<file path="src/rtl/piezo_tune_seq_if.sv">
// piezo_tune_seq_if: control-side handshake and piezo-counter drive bundle for the fanfare sequencer
interface piezo_tune_seq_if;
    logic        start;
    logic        abort;
    logic [14:0] note_per;
    logic        clr;
    logic        busy;
    logic        done;
    logic [2:0]  note_idx;
    modport master (output start, abort, input note_per, clr, busy, done, note_idx);
    modport slave  (input start, abort, output note_per, clr, busy, done, note_idx);
endinterface

</file>
<file path="src/rtl/piezo_tune_seq.sv">
// piezo_tune_seq: plays a fixed six-note fanfare by driving period/clear into the piezo frequency counter
module piezo_tune_seq #(
    parameter int UNIT_LOG2 = 22,
    parameter int GAP_LOG2  = 20
) (
    input  logic              clk,
    input  logic              rst_n,
    piezo_tune_seq_if.slave   bus
);
    localparam int TW = UNIT_LOG2 + 4;

    typedef enum logic [1:0] {IDLE, NOTE, GAP} state_t;

    state_t          r_state;
    logic [TW-1:0]   r_timer;
    logic [2:0]      r_idx;
    logic            r_done;
    logic [14:0]     r_note_per;
    logic            r_clr;
    logic            r_busy;
    logic            w_note_end;
    logic            w_gap_end;

    function automatic logic [14:0] f_per(input logic [2:0] idx);
        case (idx)
            3'd0:    return 15'd31888;
            3'd1:    return 15'd23889;
            3'd2:    return 15'd18961;
            3'd3:    return 15'd15944;
            3'd4:    return 15'd18961;
            default: return 15'd15944;
        endcase
    endfunction

    function automatic logic [3:0] f_dur(input logic [2:0] idx);
        case (idx)
            3'd3:    return 4'd3;
            3'd4:    return 4'd1;
            3'd5:    return 4'd8;
            default: return 4'd2;
        endcase
    endfunction

    assign w_note_end = r_timer == {f_dur(r_idx), {UNIT_LOG2{1'b0}}} - TW'(1);
    assign w_gap_end  = r_timer == TW'((1 << GAP_LOG2) - 1);

    // Sequencer FSM; outputs are registered alongside the state they belong to
    always_ff @(posedge clk) begin
        if (!rst_n || bus.abort) begin
            r_state    <= IDLE;
            r_timer    <= '0;
            r_idx      <= '0;
            r_done     <= 1'b0;
            r_note_per <= '0;
            r_clr      <= 1'b1;
            r_busy     <= 1'b0;
        end else begin
            r_done <= 1'b0;
            case (r_state)
                IDLE: begin
                    if (bus.start) begin
                        r_state    <= NOTE;
                        r_timer    <= '0;
                        r_idx      <= '0;
                        r_note_per <= f_per(3'd0);
                        r_clr      <= 1'b0;
                        r_busy     <= 1'b1;
                    end
                end
                NOTE: begin
                    if (w_note_end) begin
                        r_state    <= GAP;
                        r_timer    <= '0;
                        r_note_per <= '0;
                        r_clr      <= 1'b1;
                    end else begin
                        r_timer <= r_timer + TW'(1);
                    end
                end
                GAP: begin
                    if (!w_gap_end) begin
                        r_timer <= r_timer + TW'(1);
                    end else if (r_idx == 3'd5) begin
                        r_state <= IDLE;
                        r_timer <= '0;
                        r_idx   <= '0;
                        r_done  <= 1'b1;
                        r_busy  <= 1'b0;
                    end else begin
                        r_state    <= NOTE;
                        r_timer    <= '0;
                        r_idx      <= r_idx + 3'd1;
                        r_note_per <= f_per(r_idx + 3'd1);
                        r_clr      <= 1'b0;
                    end
                end
                default: begin
                    r_state    <= IDLE;
                    r_timer    <= '0;
                    r_idx      <= '0;
                    r_note_per <= '0;
                    r_clr      <= 1'b1;
                    r_busy     <= 1'b0;
                end
            endcase
        end
    end

    assign bus.note_per = r_note_per;
    assign bus.clr      = r_clr;
    assign bus.busy     = r_busy;
    assign bus.done     = r_done;
    assign bus.note_idx = r_idx;
endmodule

</file>
<file path="src/flat_wrapper.sv">
// flat-port wrapper written by rule: the top's interface ports become plain ports
module piezo_tune_seq_flat 
#(
    parameter int UNIT_LOG2 = 22,
    parameter int GAP_LOG2  = 20
)
  (clk, rst_n, bus_start, bus_abort, bus_note_per, bus_clr, bus_busy, bus_done, bus_note_idx);
  piezo_tune_seq_if bus_i ();
  input  logic clk;
  input  logic rst_n;
  input wire logic [$bits(bus_i.start)-1:0] bus_start;
  input wire logic [$bits(bus_i.abort)-1:0] bus_abort;
  output wire logic [$bits(bus_i.note_per)-1:0] bus_note_per;
  output wire logic [$bits(bus_i.clr)-1:0] bus_clr;
  output wire logic [$bits(bus_i.busy)-1:0] bus_busy;
  output wire logic [$bits(bus_i.done)-1:0] bus_done;
  output wire logic [$bits(bus_i.note_idx)-1:0] bus_note_idx;
  assign bus_i.start = bus_start;
  assign bus_i.abort = bus_abort;
  assign bus_note_per = bus_i.note_per;
  assign bus_clr = bus_i.clr;
  assign bus_busy = bus_i.busy;
  assign bus_done = bus_i.done;
  assign bus_note_idx = bus_i.note_idx;
  piezo_tune_seq #(.UNIT_LOG2(UNIT_LOG2), .GAP_LOG2(GAP_LOG2)) u_core (.clk(clk), .rst_n(rst_n), .bus(bus_i));
endmodule
</file>
<file path="config.mk">
export PLATFORM = sky130hd
export DESIGN_NAME = piezo_tune_seq_flat
export DESIGN_NICKNAME = d
export VERILOG_FILES = /design/src/rtl/piezo_tune_seq_if.sv /design/src/rtl/piezo_tune_seq.sv /design/src/flat_wrapper.sv
export SDC_FILE = /design/constraint.sdc
export NUM_CORES = 1
export LEC_CHECK = 0
export CAP_MARGIN = 40
export CORE_MARGIN = 5
export CORE_UTILIZATION = 43
export DETAILED_ROUTE_END_ITERATION = 10
export GPL_ROUTABILITY_DRIVEN = 0
export MAX_ROUTING_LAYER = met4
export PLACE_DENSITY = 0.65
export RECOVER_POWER = 25
export SLEW_MARGIN = 20
export SYNTH_ARGS = -nofsm -noshare
export SYNTH_HDL_FRONTEND = slang
export SYNTH_SLANG_ARGS = --single-unit
</file>
<file path="constraint.sdc">
create_clock -name clk -period 2.5 [get_ports clk]
set_clock_uncertainty 0.1 [all_clocks]
set_input_delay 0.25 -clock clk [delete_from_list [all_inputs] [get_ports clk]]
set_output_delay 0.25 -clock clk [all_outputs]
set_load 0.005 [all_outputs]
</file>
==> results.md, run 1 <==
* Slew Limit Fails at 0
* Clk root buf: clkbuf_8
* Final Util at 54.9%
* Worst Path Max Fanout at 9
* Slew headroom at 63.0%
* FILL cells at 510
* Comb pwr share at between 10% and 20%
* Syn avg cell area at about 8.8 um2
* Initial antenna violation count at 0
* Worst VDD drop at 282 uV
* Port Buf Inserts at 21
* Sink Count at between 40 and 50
* Psw at around 400 uW
* Routed len/inst at about 14 um
* Vias per cell at 5.25
* Synth Flop Type: dfxtp_1
* Net Sw Frac at 28.0%
* Core area at 0.00551 mm2
* Reg2Reg Depth at 12
* Worst setup path endpoint: u_core.r_timer[19]$_SDFFE_PP0N_
* Synth Instances at around 280
* Int Power at 1020 uW
* Sequential fraction of the synthesis area at a little over a third
* Worst-Margin Slew at 0.550 ns
* Top cells by area, synth: dfxtp_1, nor2_1, xor2_1
* Critical path class: reg2reg
* Synth Cell Area at 0.00242 mm2
* CTS Buf Count at 5
* IO Pins at 25
* Leakage power figure at 0.00112 uW
* Total area of sequential cells at 885 um2
* HPWL after DPL at about 3800 um
* Worst setup SP type: flop
* Synth top area share at 36.3%
* Yosys reg bits at 44
* MaxCap Viol Count at 0
* Routed Antenna Nets at 0
* Yosys warning count at 0
* Vert. Die Dim at 85.1 um
* DRT Wirelength at 5420 um
* Shortest period the worst path allows at 2.46 ns
* Multi-input gate area at between 0.0015 and 0.002 mm2
* Global Route met3 Usage at between 3 and 4%
* Crit. End Element: flop
* M2 GR Usage at roughly 23%
* Die ar. at 0.00724 mm2
* TritonCTS clock tree: built
* Min-delay worst type: reg2reg
* Data required, critical path at 2.59 ns
* Row count at 27
* RSZ-0062 raised after global routing: yes
* Reg2reg start: u_core.bus.note_idx[1]$_SDFFE_PP0P_
* Initial drt markers at between 100 and 150
* Crit share post-route at a little over nine tenths
* Initial Utilization at between 40% and 50%
* Area leader, netlist: dfxtp_1
* DR DRC count at 0
* Setup violators final at 0
* Sequential Power Share at 51.1%
* Clock Pin Slew Worst Setup and Hold Paths at about 0.090 ns
* Clock Latency Late Sink at roughly 0.3 ns
* H-Tree Depth at 2
* Clock power frac at 30.8%
* FF-to-FF End: u_core.r_timer[19]$_SDFFE_PP0N_
* EDFF count, synth at 0
* Critical Path Start: u_core.bus.note_idx[1]$_SDFFE_PP0P_
* Fmax at 0.406 GHz
* GRT Overall Usage at 15.4%
* P&R area growth vs syn at 24.8%
* Synth unique cells at 55
* Clock tree buffer depth at 2
* Worst endpoint data arrival time at 2.55 ns
* Fraction of registers with async set or reset after synthesis at 0%
* R2R setup slack at 0.04 ns
* Final Hold Viols at 0
* Sum Neg Setup Slack at 0 ns
* DR pass1 iterations at 6
* Congestion Overflow GR at 0
* Pwr dens at around 470 mW/mm2
* Global-route wire length before repair at 9050 um
* Via count at between 2000 and 2500
* # diodes at 0
* Vias in the first global route at 1989
* Largest net degree at the start of global routing at 16
* Share of cells above drive strength 1 at a little under a quarter
* Status: complete, no violations
* Gr busiest metal: met2
* Die X at 85.1 um
* Final net count at 329
* Routing usage on met1 at about a fifth
worst min path at each step:
stage / to / from / slack (ns) / cells past startpoint
floorplan: u_core.bus.note_per[8]$_SDFFE_PP0P_ / u_core.bus.note_per[8]$_SDFFE_PP0P_ / 0.34 / 2
global placement: u_core.bus.note_per[8]$_SDFFE_PP0P_ / u_core.bus.note_per[8]$_SDFFE_PP0P_ / 0.34 / 2
detailed placement: u_core.bus.note_per[8]$_SDFFE_PP0P_ / u_core.bus.note_per[8]$_SDFFE_PP0P_ / 0.35 / 2
CTS: u_core.bus.note_per[8]$_SDFFE_PP0P_ / u_core.bus.note_per[8]$_SDFFE_PP0P_ / 0.36 / 2
global route: u_core.bus.note_per[3]$_SDFFE_PP0P_ / u_core.bus.note_per[3]$_SDFFE_PP0P_ / 0.39 / 2
finish: u_core.bus.note_per[8]$_SDFFE_PP0P_ / u_core.bus.note_per[8]$_SDFFE_PP0P_ / 0.36 / 2
cell usage after synthesis (2+ instances only):
master     n
nor2b_1    2
nand2_1   20
a211oi_2   5
nand4_2    2
nand4_1    7
xnor2_1   11
ha_1       7
a211o_1    2
mux2i_1    3
nor3_1     4
dfxtp_1   44
nand3b_1   4
and3_1     5
o22ai_1    3
o21ai_0    9
nand2b_1   4
nand3_1   12
nor4_1     8
buf_4      7
nand3_2    2
o21a_1     2
a31oi_1    2
o21ai_1    3
o211ai_1   2
a21oi_1   14
xor2_1    12
inv_1      5
nor2_1    42
clkbuf_1   7
stage by stage:
stage               instances  power, uW  hold slack [ns]  area (um2)  setup slack, ns
finish                    390       1410            0.358        3030           0.0383
global route              390       1470            0.391        3030          -0.0633
CTS                       388       1400            0.364        2960         -0.00107
detailed placement        380        969            0.351        2860           0.0188
global placement          380        968            0.341        2860           0.0671
floorplan                 278        892            0.345        2460          -0.0372
sequential cells by signal, indices dropped and copies added (netlist names):
register and flops:
u_core.bus.note_per 10, u_core.bus.note_idx 3, u_core.r_timer 26, u_core.bus.busy 1, u_core.r_state 2, u_core.bus.clr 1
u_core.bus.done 1
cell type report:
cell class	instances	area share [%]
clock buffers	5	2.27
flip-flops and latches	44	29.2
clock inverters	2	0.414
multi-input cells	214	50.4
repair buffers	47	13.9
well taps	72	2.98
inverters	6	0.827
logic make-up after synthesis:
group	synth area share [%]
buffers and inverters	4.39
flip-flops	36.3
AND/OR/NAND/NOR	29.6
other	0.155
adder cells (fa/ha/maj)	3.61
XOR/XNOR	8.98
multiplexers	1.70
AO/OA/AOI/OAI	15.2
power by group through the flow:
stage,clock network (uW),logic [uW],registers [uW]
2_1_floorplan,0,153,739
3_3_place_gp,0,229,739
3_5_place_dp,0,229,739
4_1_cts,444,235,723
5_1_grt,472,278,725
6_report,435,257,723
what timing repair did:
action | in CTS | in global routing
endpoints found under the setup margin | 2 | 38
gates resized for setup | 3 | 13
pin swaps | 0 | 7
cloned | 1 | 1
hold buffers | 0 | 0
hold endpoints to repair | 0 | 0
buffers inserted | 0 | 1
cell usage in the layout, fill, tap and decap left out, types with 5 or more instances in the layout:
cell type	count
clkdlybuf4s50_1	13
dfxtp_1	41
a211oi_2	6
nand3_1	12
xnor2_1	11
inv_1	5
nand2_1	19
nand4_1	7
clkbuf_8	5
xor2_1	12
a21oi_1	14
o21ai_0	9
nor2_1	42
and3_1	5
dlygate4sd3_1	8
ha_1	6
nor4_1	8
buf_4	22
critical path: stages (launching register included):
cell     delay [ns]
dfxtp_2        0.34
nand2_4        0.08
inv_4          0.05
ha_4           0.14
a32oi_2        0.18
ha_1           0.27
xnor2_1        0.13
nor2_1         0.12
nand3_2        0.13
o311a_4        0.39
o21ai_4        0.20
buf_6          0.16
nor2_1         0.05
layer usage:
metal,share of wire (%),vias to the layer above
met3,3.5,7
met4,1.5,0
met1,51,944
met2,44,40
li1,-,1056
met5,0,-
Power figures use the tool's default switching activity.
==> run 2, diff against run 1 <==
- ABC_AREA: not set -> 1
- PLACE_DENSITY: 0.65 -> 0.64
==> run 2 against run 1 <==
Combinational power is 14% higher. Global-route usage is 2.2 points higher. Sequential share of layout area is 3.0 points lower. Largest cell class unchanged. Total power is 13% higher. First-iteration DRC count is 9.3% higher. Utilization is 2.3 points lower. Cell count is 40% higher. Count of clock-buffer cells in the layout stayed put.
==> results.md, run 2 <==
* Status: complete, no violations
* Critical path class: reg2reg
* Pwr dens at 476 mW/mm2 (+1.8%)
* Die ar. at 0.00832 mm2 (+15%)
* Routed len/inst at 13.4 um (-3.9%)
* GRT Overall Usage at 17.6% (+2.2 points)
* Final Util at 52.7% (-2.3 points)
* Critical Path, Cell by Cell: nand2_2 > inv_2 > ha_4 > nand2_1 > o21ai_2 > inv_2 > ha_4 > inv_1 > nand2_1 > nand3_1 > nor2_1 > nand2_1 > nor2_2 > nand3_2 > nand2_4 > buf_4 > nand3_1 > nand2_1 > nor2_1
* Top reg by flops: u_core.r_timer
* Row count at 29 (+7.4%)
* IO Pins at 25 (unchanged)
* Psw at 471 uW (+19%)
* Largest net degree at the start of global routing at 27 (+11)
* Fmax at 0.423 GHz (+4.2%)
* Comb pwr share at 18.3% (about the same)
* RSZ-0062 raised after global routing: yes
* FILL cells at 643 (+26%)
* HPWL after DPL at 5140 um (+35%)
* Most frequent CP cell: nand2_1
* Synth Cell Area at 0.00284 mm2 (+17%)
* Synth unique cells at 34 (-38%)
* Yosys reg bits at 44 (unchanged)
* R2R setup slack at 0.14 ns (+0.10 ns)
* Clock power frac at 36.2% (+5.4 points)
* TritonCTS clock tree: built
* MaxCap Viol Count at 0 (unchanged)
* Sequential fraction of the synthesis area at 31.1% (-5.3 points)
* Via count at 2890 (+41%)
* Area leader, netlist: dfxtp_1
* Synth top area share at 31.1% (-5.3 points)
* Shortest period the worst path allows at 2.36 ns (-0.100 ns)
* Reg2reg start: u_core.bus.note_idx[0]$_SDFFE_PP0P_
* Sink Count at 44 (unchanged)
* Slew Limit Fails at 0 (unchanged)
* CTS Buf Count at 5 (unchanged)
* Leakage power figure at 0.00132 uW (+18%)
* Vert. Die Dim at 91.2 um (+7.2%)
* CP peak stage delay at 0.34 ns (-0.05 ns)
* Post-CTS Hold Fix Bufs at 0 (unchanged)
* Initial Utilization at 44.4% (+0.38 points)
* Top post-synthesis cells by count: nand2_1, a21oi_1, nor2_1, inv_1, dfxtp_1
* Min-delay worst type: reg2reg
* Yosys warning count at 0 (unchanged)
* P&R area growth vs syn at 18.7%
* DR pass1 iterations at 5 (-1)
* H-Tree Depth at 2 (unchanged)
* Vias per cell at 5.28 (+0.66%)
* Worst setup SP type: flop
* Fin Hold WS at 0.361 ns (+0.00277 ns)
* # diodes at 0 (unchanged)
* Initial drt markers at 153 (+9.3%)
* Clock Pin Slew Worst Setup and Hold Paths at 0.10 ns (about the same)
* Post-route cell area at 0.00336 mm2 (+11%)
* Setup violators final at 0 (unchanged)
* Post-placement cell area at 0.00313 mm2 (+9.5%)
* Sequential Power Share at 45.5% (-5.6 points)
* Clock tree buffer depth at 2 (unchanged)
* Crit. End Element: flop
* Port Buf Inserts at 21 (unchanged)
* Vias in the first global route at 2573 (+29%)
* Int Power at 1130 uW (+11%)
* Worst Path Max Fanout at 6 (-3)
* HP Start: u_core.bus.note_per[6]$_SDFFE_PP0P_
* Count leader, synth: nand2_1
* Final net count at 480 (+46%)
* DRT Wirelength at 7310 um (+35%)
* Worst VDD drop at 292 uV (+3.5%)
* Commonest non-fill, non-tap cell in the layout: nand2_1
* Share of cells above drive strength 1 at 14.0% (-8.9 points)
* Fraction of registers with async set or reset after synthesis at 0% (unchanged)
* Syn avg cell area at 6.44 um2 (-27%)
* Die X at 91.2 um (+7.2%)
* Clk root buf: clkbuf_8
* Congestion Overflow GR at 0 (unchanged)
* Top cells by area, synth: dfxtp_1, nand2_1, a21oi_1
* EDFF count, synth at 0 (unchanged)
* CP max stage cell: dfxtp_2
* Core area at 0.00639 mm2 (+16%)
* Final worst slack at 0.139 ns (+0.100 ns)
* DR DRC count at 0 (unchanged)
* Most frequent cells in the layout: nand2_1, nor2_1, a21oi_1
* Post-place setup slack at 0.0885 ns (+0.0697 ns)
* Global-route wire length before repair at 12000 um (+33%)
* Synth Flop Type: dfxtp_1
* Initial antenna violation count at 0 (unchanged)
* Max reg flops at 26 (unchanged)
* Crit share post-route at 94.5% (-4.0 points)
* Critical Path Start: u_core.bus.note_idx[0]$_SDFFE_PP0P_
* Net Sw Frac at 29.5% (+1.4 points)
* Clock Latency Late Sink at 0.31 ns (about the same)
* Worst endpoint data arrival time at 2.47 ns (-0.08 ns)
* Sum Neg Setup Slack at 0 ns (unchanged)
* Data required, critical path at 2.61 ns (+0.02 ns)
* Routed Antenna Nets at 0 (unchanged)
* Synth Instances at 440 (+59%)
* Final Hold Viols at 0 (unchanged)
[run 2: changes by cell type in the layout (fill, tap and decap cells not counted), sizes merged, moves of 5 or more]
cell     before  now
xnor2        11    3
nor2         45   54
nor4          9    1
a21oi        14   47
o2111ai       0    6
nand2        21  120
xor2         13    8
buf          26   19
nand4        10   24
inv           6   47
nand3        14   32
[run 2: cell families (layout without fill, tap and decap cells)]
| kind of cell | after synthesis | in the layout | synth area share [%] |
|---|---|---|---|
| xor gates and xnor gates | 11 | 11 | 3.40 |
| DFF | 44 | 44 | 31.1 |
| AOI/OAI and AO/OA | 66 | 66 | 12.9 |
| buffers and inverters | 69 | 96 | 10.9 |
| adders and majority gates | 7 | 7 | 3.09 |
| and+or+nand+nor | 242 | 243 | 38.6 |
| other | 1 | 3 | 0.132 |
[run 2: area by class of cell]
cell class,instances,area (um2),area share [%]
multi-input combinational,330,1730,51.4
tap,77,96.3,2.86
timing repair buffer,40,360,10.7
inverter,48,180,5.36
clock inverter,3,47.5,1.41
sequential,44,883,26.3
clock buffer,5,68.8,2.05
[run 2: final timing paths]
kind / end / depth (start not counted)
worst max-delay path: u_core.bus.note_per[0]$_SDFFE_PP0P_ / 19
worst min-delay path: u_core.bus.note_per[6]$_SDFFE_PP0P_ / 2
worst max register to register: u_core.bus.note_per[0]$_SDFFE_PP0P_ / 19
worst min register to register: u_core.bus.note_per[6]$_SDFFE_PP0P_ / 2
[run 2: power groups by stage]
| stage | Sequential [uW] | Clock [uW] | Combinational (uW) |
|---|---|---|---|
| after CTS | 728 | 595 | 263 |
| after floorplan | 746 | 0 | 175 |
| after detailed placement | 744 | 0 | 262 |
| after global placement | 744 | 0 | 263 |
| final | 728 | 580 | 293 |
| after global routing | 731 | 629 | 321 |
[run 2: timing repair]
| action | in CTS | in global routing |
|---|---|---|
| gates resized for setup | 0 | 22 |
| setup buffers | 0 | 5 |
| endpoints found under the hold margin | 0 | 0 |
| setup endpoints to repair | 0 | 32 |
[run 2: per-stage QoR]
stage	instances	power, uW
2_1_floorplan	442	920
3_3_place_gp	533	1010
3_5_place_dp	533	1010
6_report	547	1600
5_1_grt	547	1680
4_1_cts	541	1590
[run 2: per-layer routing]
metal	global-route usage (%)	part of all wire [%]	vias to the layer above
li1	-	-	1494
met1	22.3	47	1325
met2	28.6	48	58
met3	3.31	3.5	13
met4	5.13	1.8	0
met5	-	0	-
[run 2: critical path, delay by kind of cell, from the launching register on]
family / cells / cell delay, ns
adders and majority gates: 2 / 0.37
buffers and inverters: 4 / 0.29
AOI/OAI and AO/OA: 1 / 0.17
and+or+nand+nor: 12 / 0.96
DFF: 1 / 0.34
